==> config.mk <==
export PLATFORM = sky130hd
export DESIGN_NAME = decoder_scan_ctrl
export DESIGN_NICKNAME = d
export VERILOG_FILES = /design/src/rtl/decoder_scan_ctrl.sv
export SDC_FILE = /design/constraint.sdc
export NUM_CORES = 1
export LEC_CHECK = 0
export ABC_AREA = 1
export BUFFER_PORTS_ARGS = -buffer_cell sky130_fd_sc_hd__clkbuf_2
export CORE_MARGIN = 2
export CORE_UTILIZATION = 55
export CTS_BUF_LIST = sky130_fd_sc_hd__clkbuf_2
export DETAILED_ROUTE_END_ITERATION = 10
export MAX_ROUTING_LAYER = met4
export PLACE_DENSITY = 0.91
export SLEW_MARGIN = 10
export SYNTH_ARGS = -nofsm -noshare
export SYNTH_HDL_FRONTEND = slang
export SYNTH_SLANG_ARGS = --single-unit
==> constraint.sdc <==
create_clock -name clk -period 2.35 [get_ports clk]
set_input_delay 0.235 -clock clk [delete_from_list [all_inputs] [get_ports clk]]
set_output_delay 0.235 -clock clk [all_outputs]
set_load 0.005 [all_outputs]
==> src/rtl/decoder_scan_ctrl.sv <==
// -----------------------------------------------------------------------------
// decoder_scan_ctrl
//
// Scan controller that drives the select/enable inputs of a 3-to-8 decoder.
// It walks the lines enabled in `mask`, holding each one for a programmable
// dwell time. A one-cycle blanking gap plus a one-cycle search gap keep `en`
// low between lines, so no two decoder outputs are high in consecutive cycles.
//
// Ports
//   clk       : clock, all state updates on the rising edge
//   rst_n     : asynchronous active-low reset
//   start     : begin a scan (accepted only while idle, and only without stop)
//   stop      : abort the scan from any busy state (no done pulse)
//   one_shot  : scan mode captured on an accepted start (1 = single pass)
//   mask      : line-enable bits, read live whenever a new line is searched
//   dwell     : active cycles per line, captured on entry to ACTIVE (0 -> 1)
//   sel       : decoder line index, changes only when en is about to rise
//   en        : decoder enable
//   busy      : high whenever the controller is not idle
//   done      : one-cycle pulse when a scan runs out of lines
// -----------------------------------------------------------------------------
module decoder_scan_ctrl #(
    parameter int DWELL_W = 8
) (
    input  logic               clk,
    input  logic               rst_n,
    input  logic               start,
    input  logic               stop,
    input  logic               one_shot,
    input  logic [7:0]         mask,
    input  logic [DWELL_W-1:0] dwell,
    output logic [2:0]         sel,
    output logic               en,
    output logic               busy,
    output logic               done
);

    typedef enum logic [1:0] {
        IDLE   = 2'd0,
        SEEK   = 2'd1,
        ACTIVE = 2'd2,
        BLANK  = 2'd3
    } state_t;

    state_t             state;
    logic [DWELL_W-1:0] cnt;
    logic               mode;   // 1 = single pass, 0 = continuous
    logic               first;  // next search is the first of this scan
    logic [3:0]         hit;    // {found, index}

    // A dwell of zero behaves like a dwell of one.
    function automatic logic [DWELL_W-1:0] clamp_dwell(input logic [DWELL_W-1:0] d);
        return (d == '0) ? DWELL_W'(1) : d;
    endfunction

    // Lowest-numbered enabled line at or after the search base. The base is 0
    // for the first line of a scan, otherwise the line after `cur`. Without
    // wrap the search ends at line 7; with wrap it covers all eight lines and
    // lands back on `cur` last, so a single-bit mask repeats its line.
    function automatic logic [3:0] find_line(
        input logic [7:0] m,
        input logic [2:0] cur,
        input logic       from_zero,
        input logic       wrap
    );
        logic [3:0] base;
        logic [3:0] idx;
        logic [3:0] res;
        logic       found;
        base  = from_zero ? 4'd0 : ({1'b0, cur} + 4'd1);
        res   = 4'd0;
        found = 1'b0;
        for (int i = 0; i < 8; i++) begin
            idx = base + 4'(i);
            if (!found && (wrap || !idx[3]) && m[idx[2:0]]) begin
                found = 1'b1;
                res   = {1'b1, idx[2:0]};
            end
        end
        return res;
    endfunction

    assign hit = find_line(mask, sel, first, ~mode);

    always_ff @(posedge clk or negedge rst_n) begin
        if (!rst_n) begin
            state <= IDLE;
            sel   <= 3'd0;
            en    <= 1'b0;
            busy  <= 1'b0;
            done  <= 1'b0;
            cnt   <= '0;
            mode  <= 1'b0;
            first <= 1'b0;
        end else begin
            done <= 1'b0;
            if (stop && state != IDLE) begin
                // Abort wins over every other transition.
                state <= IDLE;
                en    <= 1'b0;
                busy  <= 1'b0;
            end else begin
                case (state)
                    IDLE: begin
                        if (start && !stop) begin
                            mode  <= one_shot;
                            first <= 1'b1;
                            busy  <= 1'b1;
                            state <= SEEK;
                        end
                    end
                    SEEK: begin
                        if (hit[3]) begin
                            sel   <= hit[2:0];
                            first <= 1'b0;
                            cnt   <= clamp_dwell(dwell);
                            en    <= 1'b1;
                            state <= ACTIVE;
                        end else begin
                            busy  <= 1'b0;
                            done  <= 1'b1;
                            state <= IDLE;
                        end
                    end
                    ACTIVE: begin
                        if (cnt == DWELL_W'(1)) begin
                            en    <= 1'b0;
                            state <= BLANK;
                        end else begin
                            cnt <= cnt - DWELL_W'(1);
                        end
                    end
                    BLANK: begin
                        state <= SEEK;
                    end
                    default: begin
                        state <= IDLE;
                    end
                endcase
            end
        end
    end

endmodule

==> impl_summary.log, run 1 <==
[metrics] H-tree levels: 1
[metrics] setup repair after global routing missed its margin: true
[metrics] minimum period implied by the final worst setup slack: around 2.5 ns
[metrics] number of top-level design ports: 27
[metrics] height of the die: ~66 µm
[metrics] Inserted Clock Buffers: 3
[metrics] fraction of final layout cells with drive strength greater than 1: between 30 and 40%
[metrics] synthesized flop and latch total: 18
[metrics] post-layout worst setup margin: -0.195 ns
[metrics] worst setup path startpoint: sel[0]$_DFFE_PN0P_
[metrics] maximum buffer depth of the clock tree: 2
[metrics] number of nets still failing antenna checks after routing: 0
[metrics] peak clock frequency supported by timing: approximately 390 MHz
[metrics] met3 layer wire length in the routed design: about 190 µm
[metrics] via count of the first global-routing pass: about 2300
[metrics] Reg-to-Reg End: cnt[6]$_DFFE_PN0P_
[metrics] largest delay contributor family on the critical path: simple AND/OR/NAND/NOR gates
[metrics] nature of the critical path startpoint: flop
[metrics] most frequent cell on the critical path: nand3_4
[metrics] pin count of the biggest net entering global routing: 19
[metrics] antenna violations before repair: 0
[metrics] clock slew at the register clock pins of the worst setup and hold paths: around 0.18 ns
[metrics] final number of max-transition violations: 0
[metrics] clock sink count: 18
[metrics] half-perimeter wire length after detailed placement: 4750 µm
[metrics] fill count: approximately 280
[metrics] CP cell instances: ha_4 > nand2_8 > ha_4 > inv_4 > nand3_2 > nand2_2 > nand2_2 > nand3_4 > nand3_4 > nor2_4 > nand3_4 > a21oi_4 > buf_4 > nand3_4 > nand4_1 > nand2_1
[metrics] Initial Utilization: between 50 and 60%
[metrics] via count of the routed design: about 2600
[metrics] slowest CP cell: dfrtp_2
[metrics] number of cells produced by synthesis: between 300 and 400
[metrics] final number of hold-violating endpoints: 0
[metrics] area occupied by registers: 452 µm²
[metrics] First DRT Iteration DRCs: 159
[metrics] post-route worst hold slack: between 0.1 and 0.15 ns
[metrics] final RePlAce weighted congestion: roughly 0.93
[metrics] worst setup slack before clock tree synthesis: -0.185 ns
[metrics] Critical path destination: cnt[6]$_DFFE_PN0P_
[metrics] stage delay of the slowest cell on the critical path: about 0.46 ns
[metrics] clock latency of the later-clocked register in the worst-skew pair: approximately 0.31 ns
[metrics] Worst Path Buf+Inv: 2
[metrics] wire length per cell after detailed routing: 13.7 µm
[metrics] endpoint kind of the worst setup timing path: flop
[metrics] vias per cell: around 5.4
[metrics] number of I/O port buffers: 26
[metrics] Crit path depth: 16
[metrics] class of the tightest hold or removal check: in -> reg
[metrics] DR top layer: met4
[metrics] total detailed-routing wirelength: about 6500 µm
[metrics] multi-input gate area in the final layout: 1680 µm²
[metrics] required time of the worst setup path: between 2 and 3 ns
[metrics] # diodes: 0
[metrics] synthesized cell area: around 2100 µm²
[metrics] measured slew at the worst slew-check pin: around 0.71 ns
[metrics] grt ovf: 0
[metrics] Post-Synthesis Mean Instance Area: 6.10 µm²
[metrics] launch point of the worst hold path: one_shot
[metrics] net count of the finished layout: ~460
[metrics] overall routing resource usage: roughly 30%
[metrics] clock tree from TritonCTS: yes
[metrics] first-pass GRT wire length: about 9900 µm
[metrics] category of the most critical setup path: reg -> reg
[metrics] net count after synthesis: ~380
[metrics] Final setup viols: 16
[metrics] wire length on met1: 2620 µm
[metrics] number of unique standard cell types used by synthesis: 34
[metrics] final period utilization: 108%
[metrics] violations in the final reports: setup timing
[metrics] Worst R2R Start: sel[0]$_DFFE_PN0P_
[metrics] Total Die Area: approximately 4400 µm²
[metrics] layout-stage area growth over the synthesis result: 38.1%
[metrics] worst reg2reg setup slack: -0.19 ns
[metrics] maximum clock skew at final layout: 0.0278 ns
[metrics] Slew HR: between 50% and 60%
[metrics] detailed-routed wire length on met2: 3500 µm
[metrics] result of the run: complete, but fails checks
[metrics] WHS Path Cells: 2
[metrics] # DRC: 0
[metrics] sequential area share after synthesis: 21.2%
[metrics] largest fanout on the critical path: 6
[metrics] data arrival time of the worst path: about 2.7 ns
[metrics] Placement Rows: 22
[metrics] Worst Reg-to-Reg Cells: 16
[metrics] root buf cell: clkbuf_2
[metrics] length of the first detailed-routing pass in iterations: 4
[metrics] Die Wd: 66.2 µm
[metrics] Yosys warning count: 0
[metrics] Core ar.: 3690 µm²
[metrics] max-cap check violation count: 0
## state kept, by name, indices dropped and copies added (netlist names)
name   count
cnt        8
sel        3
state      2
busy       1
done       1
en         1
first      1
mode       1
## cells in the final DEF, fill, tap and decap left out, types with 8 or more instances in the layout
cell type / count
nand2_1: 109
buf_4: 51
inv_1: 41
nand3_1: 34
clkbuf_2: 30
nand2_2: 20
nor2_1: 20
dfrtp_1: 17
nand3_2: 16
nand4_1: 14
ha_1: 9
o21ai_0: 8
## worst min-delay path by stage
stage / endpoint
global route: mode$_DFFE_PN0P_
global placement: cnt[3]$_DFFE_PN0P_
detailed placement: cnt[3]$_DFFE_PN0P_
finish: mode$_DFFE_PN0P_
floorplan: busy$_DFFE_PN0P_
CTS: mode$_DFFE_PN0P_
## metal layers
metal | vias up | global-route usage [%]
met1 | 1180 | 33.4
met4 | 0 | 9.44
met2 | 73 | 56.5
li1 | 1288 | -
met5 | - | -
met3 | 22 | 1.19
## cell type report
type | instances | area share [%]
repair buffers | 79 | 18.2
well taps | 48 | 2.04
inverters | 49 | 6.55
clock buffers | 4 | 0.681
flip-flops and latches | 18 | 15.4
multi-input cells | 277 | 57.2
## timing repair
item,4_1_cts,5_1_grt
cloned,0,1
setup buffers,7,5
resized for setup,21,22
endpoints found under the hold margin,18,0
pin swaps,17,18
hold buffers,1,0
endpoints found under the setup margin,16,16
## per-stage QoR
step,setup TNS (ns),area (µm²),utilization [%],cells
after floorplan,-0.0206,2200,-,349
after global placement,-1.47,2650,71.8,457
after detailed placement,-2.38,2650,71.8,457
after CTS,-1.51,2820,76.5,469
after global routing,-4.59,2940,79.7,475
final,-2.59,2940,79.7,475
## Yosys cell counts
cell | n | area, µm²
o21ai_1 | 1 | 5.00
nor2_2 | 2 | 12.5
nand3_4 | 2 | 35.0
nand4_1 | 14 | 87.6
clkinv_2 | 1 | 5.00
a21oi_4 | 1 | 16.3
nand3_2 | 7 | 70.1
a21oi_1 | 3 | 15.0
or3_1 | 1 | 6.26
inv_2 | 1 | 3.75
inv_4 | 1 | 6.26
nor2_4 | 1 | 11.3
nor4_1 | 2 | 12.5
o21bai_1 | 1 | 7.51
o21ai_0 | 11 | 55.1
o2111ai_1 | 1 | 8.76
nor3_1 | 4 | 20.0
nand3_1 | 46 | 230
o31ai_1 | 1 | 7.51
mux2_2 | 1 | 11.3
buf_6 | 2 | 22.5
buf_2 | 1 | 5.00
a211oi_1 | 1 | 7.51
clkbuf_1 | 3 | 11.3
o211ai_1 | 1 | 7.51
nor2_1 | 24 | 90.1
nand2_1 | 125 | 469
inv_1 | 46 | 173
xnor2_1 | 2 | 17.5
nand2_4 | 2 | 22.5
xor2_1 | 3 | 26.3
nand2_2 | 6 | 37.5
ha_1 | 13 | 163
dfrtp_1 | 18 | 450
## kinds of logic after synthesis
logic type | after synthesis | share of synthesized area (%)
adders and majority gates | 13 | 7.64
AOI/OAI and AO/OA | 21 | 6.11
and+or+nand+nor | 236 | 51.9
xor gates and xnor gates | 5 | 2.06
DFF | 18 | 21.2
buffers and inverters | 55 | 10.6
muxes | 1 | 0.529
Power of run 1 is not shown: default switching activity piles up to over one toggle a cycle in this logic, so the estimate is an artifact.
==> run 2, diff against run 1 <==
CORE_UTILIZATION = 59   (was 55)
PLACE_DENSITY = 0.93   (was 0.91)
SETUP_SLACK_MARGIN = 0.1   (was default)
clock period = 3.3 ns   (was 2.35 ns; I/O delays follow)
==> run 2 against run 1 <==
Compared with the run above: the flow now finishes without violations; utilization is 11 points lower; first-iteration DRC count is 2.5% lower; global-route usage is 2.5 points lower; count of clock-buffer cells in the layout is 1 lower; final area is 21% lower; maximum frequency is 12% lower; worst hold slack better by 0.091 ns; sequential share of layout area is 4.0 points higher.
==> impl_summary.log, run 2 (synthesis results as in run 1) <==
[metrics] Total Die Area: 4110 µm² (-6.4%)
[metrics] most common library cell in the layout ignoring fill and taps: nand2_1
[metrics] nature of the critical path startpoint: flop
[metrics] Non-Filler Instances: 421 (-11%)
[metrics] final period utilization: 88.0% (-20 points)
[metrics] clock latency of the later-clocked register in the worst-skew pair: 0.31 ns (about the same)
[metrics] antenna violations before repair: 0 (unchanged)
[metrics] register containing the most flip-flops in the final layout: cnt
[metrics] clock tree from TritonCTS: yes
[metrics] half-perimeter wire length after detailed placement: 4250 µm (-11%)
[metrics] number of top-level design ports: 27 (unchanged)
[metrics] setup bufs post-CTS: 0 (-7)
[metrics] most frequent cell on the critical path: nand2_1
[metrics] required time of the worst setup path: 3.56 ns (+1.01 ns)
[metrics] maximum buffer depth of the clock tree: 2 (unchanged)
[metrics] slowest CP cell: dfrtp_1
[metrics] total detailed-routing wirelength: 5170 µm (-20%)
[metrics] length of the first detailed-routing pass in iterations: 4 (unchanged)
[metrics] Die Wd: 64.1 µm (-3.2%)
[metrics] largest fanout on the critical path: 11 (+5)
[metrics] height of the die: 64.1 µm (-3.2%)
[metrics] category of the most critical setup path: reg -> reg
[metrics] # diodes: 0 (unchanged)
[metrics] endpoint kind of the worst setup timing path: flop
[metrics] fraction of final layout cells with drive strength greater than 1: 15.2% (-20 points)
[metrics] number of I/O port buffers: 26 (unchanged)
[metrics] # DRC: 0 (unchanged)
[metrics] final RePlAce weighted congestion: 0.956 (+3.0%)
[metrics] overall routing resource usage: 27.4% (-2.5 points)
[metrics] maximum clock skew at final layout: 0.00674 ns (-0.0210 ns)
[metrics] measured slew at the worst slew-check pin: 0.599 ns (-0.110 ns)
[metrics] final number of max-transition violations: 0 (unchanged)
[metrics] peak clock frequency supported by timing: 344 MHz (-12%)
[metrics] biggest registers after layout: cnt: 8 flops, sel: 3 flops, state: 2 flops
[metrics] layout-stage area growth over the synthesis result: 9.28%
[metrics] stage delay of the slowest cell on the critical path: 0.47 ns (about the same)
[metrics] clock sink count: 18 (unchanged)
[metrics] H-tree levels: 1 (unchanged)
[metrics] net count of the finished layout: 410 (-11%)
[metrics] number of nets still failing antenna checks after routing: 0 (unchanged)
[metrics] vias per cell: 5.48 (+1.5%)
[metrics] Slew HR: 59.8% (+7.4 points)
[metrics] highest-count cells in the layout ignoring fill and taps: 125 x nand2_1, 45 x inv_1, 45 x nand3_1
[metrics] Inserted Clock Buffers: 3 (unchanged)
[metrics] class of the tightest hold or removal check: in -> reg
[metrics] setup repair after global routing missed its margin: false
[metrics] clock slew at the register clock pins of the worst setup and hold paths: 0.17 ns (about the same)
[metrics] final number of hold-violating endpoints: 0 (unchanged)
[metrics] First DRT Iteration DRCs: 155 (-2.5%)
[metrics] data arrival time of the worst path: 3.17 ns (+0.43 ns)
[metrics] root buf cell: clkbuf_2
[metrics] max-cap check violation count: 0 (unchanged)
[metrics] result of the run: finished, final reports clean
[metrics] wire length per cell after detailed routing: 12.3 µm (-10%)
[metrics] pin count of the biggest net entering global routing: 19 (unchanged)
[metrics] grt ovf: 0 (unchanged)
[metrics] via count of the first global-routing pass: 2098 (-10%)
[metrics] final sum of negative setup slack: 0 ns (+2.59 ns)
[metrics] Initial Utilization: 62.8% (+5.1 points)
[metrics] via count of the routed design: 2306 (-10%)
[metrics] minimum period implied by the final worst setup slack: 2.90 ns (+0.358 ns)
[metrics] Core ar.: 3390 µm² (-8.1%)
[metrics] total instance count after detailed placement: 416 (-9.0%)
[metrics] first-pass GRT wire length: 8780 µm (-11%)
[metrics] Placement Rows: 21 (-4.5%)
[metrics] Final setup viols: 0 (-16)
[metrics] CP cell instances: ha_1 > nand2_4 > ha_1 > inv_2 > nand3_1 > nand2_1 > nand2_1 > nand3_4 > nand3_4 > nor2_2 > nand3_2 > a21oi_4 > nand3_4 > nand3_2 > nand2_1 > nand2_1
[metrics] Largest register FFs: 8 (unchanged)
-- run 2: cell count changes in the layout (fill, tap and decap cells not counted), moves of 4 or more --
| cell | previous run | this run |
|---|---|---|
| buf_4 | 51 | 1 |
| nand2_1 | 109 | 125 |
| nand2_2 | 20 | 6 |
| nand3_1 | 34 | 45 |
| nand3_2 | 16 | 7 |
| ha_1 | 9 | 13 |
| ha_4 | 4 | 0 |
| inv_1 | 41 | 45 |
| nor2_1 | 20 | 24 |
-- run 2: final timing paths --
check / slack, ns / cells past startpoint / end / from
setup reg to reg: 0.40 / 16 / cnt[3]$_DFFE_PN0P_ / sel[0]$_DFFE_PN0P_
max in group asynchronous: 2.54 / 2 / sel[1]$_DFFE_PN0P_ / rst_n
setup / recovery: 0.40 / 16 / cnt[3]$_DFFE_PN0P_ / sel[0]$_DFFE_PN0P_
hold reg to reg: 0.51 / 2 / en$_DFFE_PN0P_ / en$_DFFE_PN0P_
min in group asynchronous: 0.46 / 2 / cnt[0]$_DFFE_PN0P_ / rst_n
hold / removal: 0.24 / 2 / mode$_DFFE_PN0P_ / one_shot
-- run 2: metrics by stage --
stage          area [µm²]  worst slack [ns]  utilization, %  hold slack (ns)
3_5_place_dp         2290             0.289            67.4            0.301
6_report             2330             0.397            68.7            0.238
3_3_place_gp         2290             0.401            67.4            0.298
4_1_cts              2310             0.268            68.3            0.239
5_1_grt              2330             0.150            68.7            0.213
2_1_floorplan        2130             0.704               -           0.0344
-- run 2: layout make-up --
| type | instances | area [µm²] |
|---|---|---|
| clock buffers | 3 | 15.0 |
| clock inverters | 1 | 3.75 |
| fillers | 296 | 1060 |
| inverters | 49 | 188 |
| multi-input cells | 276 | 1470 |
| flip-flops and latches | 18 | 450 |
| well taps | 46 | 57.6 |
| repair buffers | 28 | 148 |
-- run 2: what timing repair did --
| action | in CTS | in global routing |
|---|---|---|
| hold buffers | 1 | 0 |
| endpoints found under the hold margin | 18 | 0 |
| resized for setup | 0 | 3 |
| setup endpoints to repair | 0 | 9 |
-- run 2: worst max-delay path: cells and delay by family (launching register included) --
| kind | cells | cell delay, ns |
|---|---|---|
| DFF | 1 | 0.47 |
| adders and majority gates | 2 | 0.73 |
| and+or+nand+nor | 12 | 1.29 |
| buffers and inverters | 1 | 0.15 |
| AOI/OAI and AO/OA | 1 | 0.21 |
-- run 2: routing by layer --
metal,track usage [%],vias up,wire length (µm)
li1,-,1176,-
met1,30.0,1047,2270
met2,49.7,66,2530
met3,2.64,17,198
met4,12.2,0,173
met5,-,-,0
Power of run 2 is left out for the same reason.
